==> config.mk <==
export PLATFORM = sky130hd
export DESIGN_NAME = ulpi_reg_arbiter
export DESIGN_NICKNAME = d
export VERILOG_FILES = /design/src/rtl/usb_pkg.sv /design/src/rtl/rr_pick.sv /design/src/rtl/ulpi_reg_arbiter.sv
export SDC_FILE = /design/constraint.sdc
export NUM_CORES = 1
export LEC_CHECK = 0
export CAP_MARGIN = 25
export CORE_AREA = 2 2 97 99
export DETAILED_ROUTE_END_ITERATION = 7
export DIE_AREA = 0 0 99 101
export GPL_ROUTABILITY_DRIVEN = 0
export PLACE_DENSITY = 0.62
export SLEW_MARGIN = 0
export SYNTH_ARGS = -nofsm -noshare
export SYNTH_HDL_FRONTEND = slang
export SYNTH_SLANG_ARGS = --single-unit
==> constraint.sdc <==
create_clock -name CLK_60M -period 6 [get_ports CLK_60M]
set_input_delay 1.2 -clock CLK_60M [delete_from_list [all_inputs] [get_ports CLK_60M]]
set_output_delay 1.2 -clock CLK_60M [all_outputs]
set_load 0.02 [all_outputs]
==> src/rtl/usb_pkg.sv <==
// Shared USB link definitions: ULPI register map, widths and
// the register-arbiter state encoding.
package usb_pkg;

  localparam int ADDR_W = 6;
  localparam int DATA_W = 8;
  localparam int ID_W   = 3;

  localparam logic [ADDR_W-1:0] ADDR_FUN_CTRL = 6'h04;
  localparam logic [ADDR_W-1:0] ADDR_OTG_CTRL = 6'h0A;
  localparam logic [ADDR_W-1:0] ADDR_SCRATCH  = 6'h16;

  typedef enum logic [1:0] {
    ST_IDLE,
    ST_ISSUE,
    ST_WAIT,
    ST_RESP
  } arb_state_e;

  typedef struct packed {
    logic [ID_W-1:0]   id;
    logic              rw;
    logic [ADDR_W-1:0] addr;
    logic [DATA_W-1:0] data;
  } reg_txn_t;

endpackage

==> src/rtl/rr_pick.sv <==
// Combinational round-robin picker: first set request
// strictly after ptr, wrapping modulo N_REQ.
module rr_pick
  import usb_pkg::*;
#(
  parameter int N_REQ = 4
) (
  input  logic [N_REQ-1:0] req,
  input  logic [ID_W-1:0]  ptr,
  output logic [ID_W-1:0]  id,
  output logic             valid
);

  int                s;
  logic [ID_W-1:0]   idx;
  logic [N_REQ-1:0]  r_sh;

  // Scan farthest-first so the closest hit is assigned last.
  always_comb begin
    id    = '0;
    valid = 1'b0;
    s     = 0;
    idx   = '0;
    r_sh  = '0;
    for (int i = N_REQ; i >= 1; i--) begin
      s = int'(ptr) + i;
      if (s >= N_REQ) s = s - N_REQ;
      idx  = ID_W'(s);
      r_sh = req >> idx;
      if (r_sh[0]) begin
        id    = idx;
        valid = 1'b1;
      end
    end
  end

endmodule

==> src/rtl/ulpi_reg_arbiter.sv <==
// Round-robin arbiter sharing the ULPI PHY register port,
// one transaction in flight with a fixed wait timeout.
module ulpi_reg_arbiter
  import usb_pkg::*;
#(
  parameter int N_REQ   = 4,
  parameter int TIMEOUT = 255,
  parameter int TO_W    = 8
) (
  input  logic                     CLK_60M,
  input  logic                     NRST_A_USB,
  input  logic [N_REQ-1:0]         REQ,
  input  logic [N_REQ-1:0]         REQ_RW,
  input  logic [ADDR_W*N_REQ-1:0]  REQ_ADDR,
  input  logic [DATA_W*N_REQ-1:0]  REQ_DATA,
  output logic [N_REQ-1:0]         ACK,
  output logic                     ACK_FAIL,
  output logic [DATA_W-1:0]        ACK_DATA,
  output logic                     BUSY,
  output logic [ID_W-1:0]          GRANT_ID,
  input  logic                     ULPI_READY,
  output logic                     ULPI_REG_EN,
  output logic                     ULPI_REG_RW,
  output logic [ADDR_W-1:0]        ULPI_REG_ADDR,
  output logic [DATA_W-1:0]        ULPI_REG_DATA_I,
  input  logic [DATA_W-1:0]        ULPI_REG_DATA_O,
  input  logic                     ULPI_REG_DONE,
  input  logic                     ULPI_REG_FAIL
);

  arb_state_e          state, state_nxt;
  reg_txn_t            txn_q, txn_sel;
  logic [ID_W-1:0]     ptr_q;
  logic [TO_W-1:0]     cnt_q;
  logic                fail_q;
  logic [DATA_W-1:0]   rdata_q;

  logic [ID_W-1:0]     pick_id;
  logic                pick_vld;
  logic [N_REQ-1:0]         rw_sh;
  logic [ADDR_W*N_REQ-1:0]  addr_sh;
  logic [DATA_W*N_REQ-1:0]  data_sh;
  logic                to_hit, drive, resp;

  rr_pick #(.N_REQ(N_REQ)) u_pick (
    .req   (REQ),
    .ptr   (ptr_q),
    .id    (pick_id),
    .valid (pick_vld)
  );

  assign rw_sh   = REQ_RW >> pick_id;
  assign addr_sh = REQ_ADDR >> (ADDR_W * int'(pick_id));
  assign data_sh = REQ_DATA >> (DATA_W * int'(pick_id));

  always_comb begin
    txn_sel      = '0;
    txn_sel.id   = pick_id;
    txn_sel.rw   = rw_sh[0];
    txn_sel.addr = addr_sh[ADDR_W-1:0];
    txn_sel.data = data_sh[DATA_W-1:0];
  end

  // Counter reaches TIMEOUT on the cycle it would tick past the limit.
  assign to_hit = (cnt_q == TO_W'(TIMEOUT - 1));

  always_comb begin
    state_nxt = state;
    unique case (state)
      ST_IDLE:  if (ULPI_READY && pick_vld) state_nxt = ST_ISSUE;
      ST_ISSUE: state_nxt = ST_WAIT;
      ST_WAIT:  if (ULPI_REG_FAIL || ULPI_REG_DONE || to_hit)
                  state_nxt = ST_RESP;
      ST_RESP:  state_nxt = ST_IDLE;
      default:  state_nxt = ST_IDLE;
    endcase
  end

  always_ff @(posedge CLK_60M or negedge NRST_A_USB) begin
    if (!NRST_A_USB) begin
      state   <= ST_IDLE;
      txn_q   <= '0;
      ptr_q   <= ID_W'(N_REQ - 1);
      cnt_q   <= '0;
      fail_q  <= 1'b0;
      rdata_q <= '0;
    end else begin
      state <= state_nxt;
      unique case (state)
        ST_IDLE: if (state_nxt == ST_ISSUE) txn_q <= txn_sel;
        ST_ISSUE: begin
          cnt_q   <= '0;
          fail_q  <= 1'b0;
          rdata_q <= '0;
        end
        ST_WAIT: begin
          cnt_q <= cnt_q + 1'b1;
          if (ULPI_REG_FAIL) fail_q <= 1'b1;
          else if (ULPI_REG_DONE) begin
            if (!txn_q.rw) rdata_q <= ULPI_REG_DATA_O;
          end else if (to_hit) fail_q <= 1'b1;
        end
        ST_RESP: ptr_q <= txn_q.id;
        default: ;
      endcase
    end
  end

  assign drive = (state == ST_ISSUE) || (state == ST_WAIT);
  assign resp  = (state == ST_RESP);

  assign BUSY            = (state != ST_IDLE);
  assign GRANT_ID        = txn_q.id;
  assign ULPI_REG_EN     = (state == ST_ISSUE);
  assign ULPI_REG_RW     = drive & txn_q.rw;
  assign ULPI_REG_ADDR   = drive ? txn_q.addr : '0;
  assign ULPI_REG_DATA_I = drive ? txn_q.data : '0;
  assign ACK             = resp ? (N_REQ'(1) << txn_q.id) : '0;
  assign ACK_FAIL        = resp & fail_q;
  assign ACK_DATA        = resp ? rdata_q : '0;

endmodule

=== After elaboration in Yosys (flattened, before gate mapping) ===
Cells that the tools add are included.
W data, S select, Z words.

* Output and inout bits: 33
* Bits of input ports: 77
* Register bits after elaboration: 40
* Word-level logic and storage cells: 81

* Add/sub/neg operators: 9
* Mux-type cells: 28
* Multiply operators: 1
* Reductions and logical operators: 10
* Magnitude comparators: 4
* Bitwise operators: 2
* Shifts and indexed selects: 8
* Equal/unequal tests: 10

{| class="wikitable"
|+ Operators by type and width
! kind !! count
|-
| $mux W8 || 5
|-
| $pmux W8 S2 || 2
|-
| $shr A32 B6 Y8 || 1
|-
| $mux W3 || 8
|-
| $shr A24 B6 Y6 || 1
|-
| $shr A4 B3 Y1 || 5
|-
| $ge A4 B3 Y1 const B || 4
|-
| $sub A3 B3 Y3 const B || 4
|-
| $add A3 B2 Y4 const B || 2
|-
| $add A8 B1 Y8 const B || 1
|-
| $eq A8 B8 Y1 const B || 1
|-
| $pmux W2 S4 || 1
|-
| $mux W1 || 7
|-
| $mux W6 || 1
|-
| $ne A2 B2 Y1 const B || 3
|-
| $ne A3 B3 Y1 const B || 2
|-
| $mul A2 B3 Y5 const A || 1
|-
| $add A3 B1 Y4 const B || 1
|-
| $add A3 B3 Y4 const B || 1
|-
| $eq A2 B1 Y1 const B || 2
|-
| $eq A2 B2 Y1 const B || 2
|-
| $mux W2 || 2
|-
| $mux W4 || 1
|-
| $reduce_and A4 Y1 || 1
|-
| other kinds (9) || 13
|}

=== Logic depth before layout (Yosys ltp) ===
* Depth after elaboration: 13
* Mapped depth: 13
* Gate-level depth less buffers: 9

=== Modules after synthesis ===
A second synthesis with hierarchy kept.

* Cells, all modules: 235
* Area total of the unflattened synthesis: 2,598.7 um^2

{| class="wikitable"
|+ Modules (own cells, without submodules)
! module !! seq. area each (um^2) !! area each (um^2) !! cells each !! times used
|-
| ulpi_reg_arbiter || 1,003.5 || 2,322.2 || 199 || 1
|-
| rr_pick || 0.0 || 276.5 || 36 || 1
|}

=== Worst setup path after synthesis ===
OpenSTA, ideal clock, no wires.

* Path type: input -> register
* Start point: input REQ[0]
* End point: register txn_q[0] in the netlist's numbering
* Cell stages on the path: 8
* Data arrival time: 2.813 ns
* Setup time: 0.132 ns
* Path buffers: 2
* Path slack: 3.056 ns
* Required time: 5.868 ns
* Cell sequence: mux4_2 o31a_1 o41a_1 o21ai_2 or2_1 buf_6 buf_8 o221ai_2

* Word-level cells in the longest chain between the ends: 10
* Elaborated cells on any way between the ends: 18
* Classes of those cells: eq/ne: 1; shift: 5; mux: 10; reduce/logical: 2

{| class="wikitable"
|+ RTL lines
! item !! RTL line !! text
|-
| from (decl) || ulpi_reg_arbiter.sv:12 || <nowiki>input logic [N_REQ-1:0] REQ,</nowiki>
|-
| $shr A4 B3 Y1 || rr_pick.sv:29 || <nowiki>r_sh = req >> idx;</nowiki>
|-
| $mux W1 (4 in a row) || rr_pick.sv:30 || <nowiki>if (r_sh[0]) begin</nowiki>
|-
| $logic_and A1 B1 Y1 || ulpi_reg_arbiter.sv:70 || <nowiki>ST_IDLE: if (ULPI_READY && pick_vld) state_nxt = ST_ISSUE;</nowiki>
|-
| $mux W2 || ulpi_reg_arbiter.sv:70 ||
|-
| $pmux W2 S4 || ulpi_reg_arbiter.sv:69 || <nowiki>unique case (state)</nowiki>
|-
| $eq A2 B1 Y1 || ulpi_reg_arbiter.sv:90 || <nowiki>ST_IDLE: if (state_nxt == ST_ISSUE) txn_q <= txn_sel;</nowiki>
|-
| $reduce_and A2 Y1 (no source line) || - ||
|-
| to (signal assigned) || ulpi_reg_arbiter.sv:90 ||
|-
| to (decl) || ulpi_reg_arbiter.sv:32 || <nowiki>reg_txn_t txn_q, txn_sel;</nowiki>
|}

Parallel ways exist; a longest one is shown, timed or not.
A chain may end at the register's enable or synchronous reset.

=== Worst setup path after layout ===
* Start point: input REQ[1]
* End point: register txn_q[13] in the netlist's numbering

* Word-level cells in the longest chain between the ends: 10
* Elaborated cells on any way between the ends: 19
* Classes of those cells: mul: 1; eq/ne: 1; shift: 5; mux: 10; reduce/logical: 2

{| class="wikitable"
|+ RTL lines
! item
|-
| branches (longest 10 deep; another with $mul A2 B3 Y5)
|}

Several ways; the timed one is not identified.

==> report_table.html <==
<table>
<tr><th>Metric</th><th>Value</th></tr>
<tr><th colspan="2">Final layout</th></tr>
<tr><td>Most frequent cells in the layout</td><td>108 x clkdlybuf4s50_1, 48 x nand2_1, 38 x dfrtp_1</td></tr>
<tr><td>Inserted Diodes</td><td>0</td></tr>
<tr><td>Area occupied by multi-input gates</td><td>1470 µm²</td></tr>
<tr><td>Number of nets in the finished design</td><td>roughly 470</td></tr>
<tr><td>FILL cells</td><td>899</td></tr>
<tr><td>Combined flip-flop and latch cell area</td><td>around 1000 µm²</td></tr>
<tr><td>Layout Area Growth over Synthesis</td><td>46.3%</td></tr>
<tr><td>Fraction of final layout cells with drive strength greater than 1</td><td>around 7.6%</td></tr>
<tr><td>Post-route design area</td><td>slightly below 4000 µm²</td></tr>
<tr><td>Most frequent standard cell in the layout excluding fill and tap cells</td><td>clkdlybuf4s50_1</td></tr>
<tr><th colspan="2">Power and ir drop</th></tr>
<tr><td>Max rail drop VDD</td><td>0.157 mV</td></tr>
<tr><td>Proportion of power drawn by combinational gates</td><td>about 64%</td></tr>
<tr><td>Net switching component of the power</td><td>0.000759 W</td></tr>
<tr><td>Leakage component of the power</td><td>1.61 nW</td></tr>
<tr><td>Sequential cell fraction of total power</td><td>between 20 and 30%</td></tr>
<tr><td>Clock network fraction of total power</td><td>between 10% and 20%</td></tr>
<tr><td>Internal power contribution</td><td>around 0.00097 W</td></tr>
<tr><td>Switching share of power</td><td>43.9%</td></tr>
<tr><td>Power per cell area</td><td>roughly 450 nW/µm²</td></tr>
<tr><td>Post-route total power</td><td>~0.0017 W</td></tr>
<tr><th colspan="2">STA</th></tr>
<tr><td>Final hold viol count</td><td>0</td></tr>
<tr><td>Clock skew</td><td>approximately 4.5 ps</td></tr>
<tr><td>Number of setup violations in the final report</td><td>0</td></tr>
<tr><td>Worst slew margin</td><td>about 41%</td></tr>
<tr><td>Unrepaired setup endpoints after global routing</td><td>false</td></tr>
<tr><td>Maximum frequency from static timing analysis</td><td>about 240 MHz</td></tr>
<tr><td>Post-route minimum period</td><td>between 4000 and 5000 ps</td></tr>
<tr><td>Hold slack</td><td>around 490 ps</td></tr>
<tr><td>Setup TNS after final layout</td><td>0 ps</td></tr>
<tr><td>Final period util</td><td>a little over two thirds</td></tr>
<tr><td>Number of max-slew violations in the final report</td><td>0</td></tr>
<tr><td>Slew at the pin closest to its max-slew limit</td><td>about 900 ps</td></tr>
<tr><th colspan="2">Floorplanning</th></tr>
<tr><td>Die H</td><td>101 µm</td></tr>
<tr><td>Die area</td><td>10000 µm²</td></tr>
<tr><td>Die outline width</td><td>about 99 µm</td></tr>
<tr><td>Boundary pin count</td><td>110</td></tr>
<tr><td>Site row count</td><td>35</td></tr>
<tr><td>Initial core utilization</td><td>between 20% and 30%</td></tr>
<tr><td>Core area</td><td>between 8000 and 9000 µm²</td></tr>
<tr><th colspan="2">Place</th></tr>
<tr><td>Detailed placer's ending HPWL</td><td>about 5100 µm</td></tr>
<tr><td>Post-DP Area</td><td>3770 µm²</td></tr>
<tr><td>Number of buffer cells added on primary ports</td><td>around 110</td></tr>
<tr><th colspan="2">GRT</th></tr>
<tr><td>Number of antenna violations at the first check in global routing</td><td>0</td></tr>
<tr><td>Largest net degree at the start of global routing</td><td>slightly above 40</td></tr>
<tr><td>GRT overflow</td><td>0</td></tr>
<tr><td>Global routing usage summed across all routing layers</td><td>between 10% and 20%</td></tr>
<tr><td>Number of global-route vias before repair</td><td>approximately 2.3k</td></tr>
<tr><td>Wire length of the first global-routing pass</td><td>~11000 µm</td></tr>
<tr><th colspan="2">Clock network</th></tr>
<tr><td>Number of buffers created by CTS</td><td>5</td></tr>
<tr><td>Clock sink count</td><td>40</td></tr>
<tr><td>CTS root buffer</td><td>clkbuf_8</td></tr>
<tr><td>Post-CTS sizing</td><td>0</td></tr>
<tr><td>H-tree Lvls</td><td>2</td></tr>
<tr><td>Clock latency reported for the late side of the worst-skew pair</td><td>about 280 ps</td></tr>
<tr><td>Clock edge transition at the registers on the reported setup and hold paths</td><td>70 ps</td></tr>
<tr><td>CTS tree</td><td>built</td></tr>
<tr><td>Post-CTS repair timing setup buffer count</td><td>0</td></tr>
<tr><td>Maximum count of clock buffers along a single path</td><td>2</td></tr>
<tr><td>Hold buffers post-CTS</td><td>0</td></tr>
<tr><th colspan="2">Synthesis</th></tr>
<tr><td>Primary FF master, synth</td><td>dfrtp_1</td></tr>
<tr><td>Post-synth design cell area</td><td>2640 µm²</td></tr>
<tr><td>Fraction of synthesis flops using an asynchronous set or reset pin</td><td>100%</td></tr>
<tr><td>Syn Nets</td><td>roughly 370</td></tr>
<tr><td>Number of enable-type register cells in the synthesized netlist</td><td>0</td></tr>
<tr><td>Synthesized netlist cell count</td><td>280</td></tr>
<tr><td>Synth warn</td><td>0</td></tr>
<tr><td>Share of synthesized area occupied by flip-flops and latches</td><td>about 38%</td></tr>
<tr><td>Mean cell area of the mapped netlist</td><td>between 9 and 10 µm²</td></tr>
<tr><td>Distinct cell type count after synthesis</td><td>between 40 and 50</td></tr>
<tr><td>Number of synthesized register bits</td><td>40</td></tr>
<tr><th colspan="2">Routing</th></tr>
<tr><td>Violation count after the first detailed-route iteration</td><td>slightly above 90</td></tr>
<tr><td>ANT nets after route</td><td>0</td></tr>
<tr><td>Residual DRC count</td><td>0</td></tr>
<tr><td>Post-detailed-routing wire length</td><td>6690 µm</td></tr>
<tr><td>First drt pass iteration count</td><td>5</td></tr>
<tr><td>Routed length per placed instance</td><td>13.6 µm</td></tr>
<tr><td>Overall via count from detail_route</td><td>2332</td></tr>
<tr><td>Drt via density</td><td>4.74</td></tr>
<tr><th colspan="2">Critical path</th></tr>
<tr><td>Type of the worst setup path</td><td>input pin to flip-flop</td></tr>
<tr><td>Required time at the worst-slack endpoint</td><td>just over 6000 ps</td></tr>
<tr><td>Startpoint class of the critical path</td><td>input pin</td></tr>
<tr><td>Critical path capture point type</td><td>flip-flop</td></tr>
<tr><td>Series of cell instances along the critical path</td><td>clkdlybuf4s50_1 &gt; mux4_2 &gt; o31a_1 &gt; o41a_1 &gt; o21ai_2 &gt; or2_1 &gt; o221ai_1</td></tr>
<tr><td>Arrival time at the worst endpoint</td><td>about 4300 ps</td></tr>
<tr><td>Biggest cell delay along the critical path</td><td>about 690 ps</td></tr>
<tr><td>Maximum fanout along the worst path</td><td>21</td></tr>
<tr><td>Cell type of the slowest stage on the worst timing path</td><td>or2_1</td></tr>
<tr><th colspan="2">Outcome</th></tr>
<tr><td>Status</td><td>finished clean</td></tr>
<tr><th colspan="2">Job</th></tr>
<tr><td>Number of violations of the max-capacitance limit</td><td>0</td></tr>
<tr><th colspan="2">Min path</th></tr>
<tr><td>Class of the most critical hold timing path</td><td>flip-flop to flip-flop</td></tr>
</table>
Yosys cell counts, types with 3 or more instances:
| master | number | area share (%) |
|---|---|---|
| clkbuf_1 | 5 | 0.71 |
| a21oi_1 | 5 | 0.95 |
| nand2_1 | 48 | 6.8 |
| nand3_1 | 5 | 0.95 |
| and2_1 | 25 | 5.9 |
| o21ai_0 | 20 | 3.8 |
| inv_1 | 12 | 1.7 |
| nor2_1 | 11 | 1.6 |
| o221ai_2 | 10 | 5.7 |
| buf_6 | 4 | 1.7 |
| dfrtp_1 | 38 | 36 |
| o221ai_1 | 5 | 1.7 |
| o22ai_1 | 3 | 0.71 |
| nor3_1 | 4 | 0.76 |
| or3_1 | 3 | 0.71 |
| ha_1 | 8 | 3.8 |
| buf_4 | 6 | 1.7 |
| mux2i_1 | 35 | 13 |
worst max-delay path, delay by kind of cell:
family	cells	cell delay, ps
and+or+nand+nor	1	690
AOI/OAI and AO/OA	4	1400
buffers and inverters	1	470
muxes	1	510
registers in the layout, indices dropped and copies added (netlist names):
signal / cells
cnt_q: 8
state: 2
GRANT_ID: 3
rdata_q: 8
fail_q: 1
txn_q: 15
ptr_q: 3
per-stage QoR:
stage | util, % | worst slack (ps) | instances
after floorplan | - | 3060 | 280
after global placement | 41.8 | 1560 | 483
after detailed placement | 42.0 | 1500 | 484
after CTS | 43.0 | 1810 | 492
after global routing | 43.0 | 1620 | 492
final | 43.0 | 1840 | 492
worst paths after layout:
path | from | endpoint | slack [ps] | depth (start not counted)
hold / removal | txn_q[9] | txn_q[9] | 490 | 2
hold reg to reg | txn_q[9] | txn_q[9] | 490 | 2
setup reg to reg | ptr_q[0] | txn_q[13] | 2120 | 8
min in group asynchronous | NRST_A_USB | rdata_q[3] | 1040 | 1
setup / recovery | REQ[1] | txn_q[13] | 1840 | 7
max in group asynchronous | NRST_A_USB | txn_q[8] | 4400 | 1
power by group through the flow:
stage	Combinational, W	Clock, W	Sequential [W]
2_1_floorplan	0.000797	0	0.000416
3_3_place_gp	0.00109	0	0.000440
3_5_place_dp	0.00112	0	0.000442
4_1_cts	0.00113	0.000193	0.000437
5_1_grt	0.00122	0.000205	0.000451
6_report	0.00111	0.000183	0.000437
final cells by class:
class | count | area share [%]
tap | 111 | 3.59
clock inverter | 2 | 0.259
sequential | 40 | 26.0
multi-input combinational | 210 | 38.1
clock buffer | 6 | 2.14
inverter | 12 | 1.17
timing repair buffer | 111 | 28.8
routing by layer:
metal  track usage [%]  routed length [µm]
met1              17.2                2910
met2              21.4                3250
met3              3.74                 484
met4              2.95                  47
met5                 0                   0
cell families (layout without fill, tap and decap cells):
logic type	Yosys count	in the layout	synth area share (%)
buf+inv	30	131	6.77
xor+xnor	1	1	0.332
simple gates	111	111	20.6
fa+ha+maj	8	8	3.79
mux	38	38	15.0
compound gates	52	52	15.5
flops	40	40	38.0
Power figures use the tool's default switching activity.
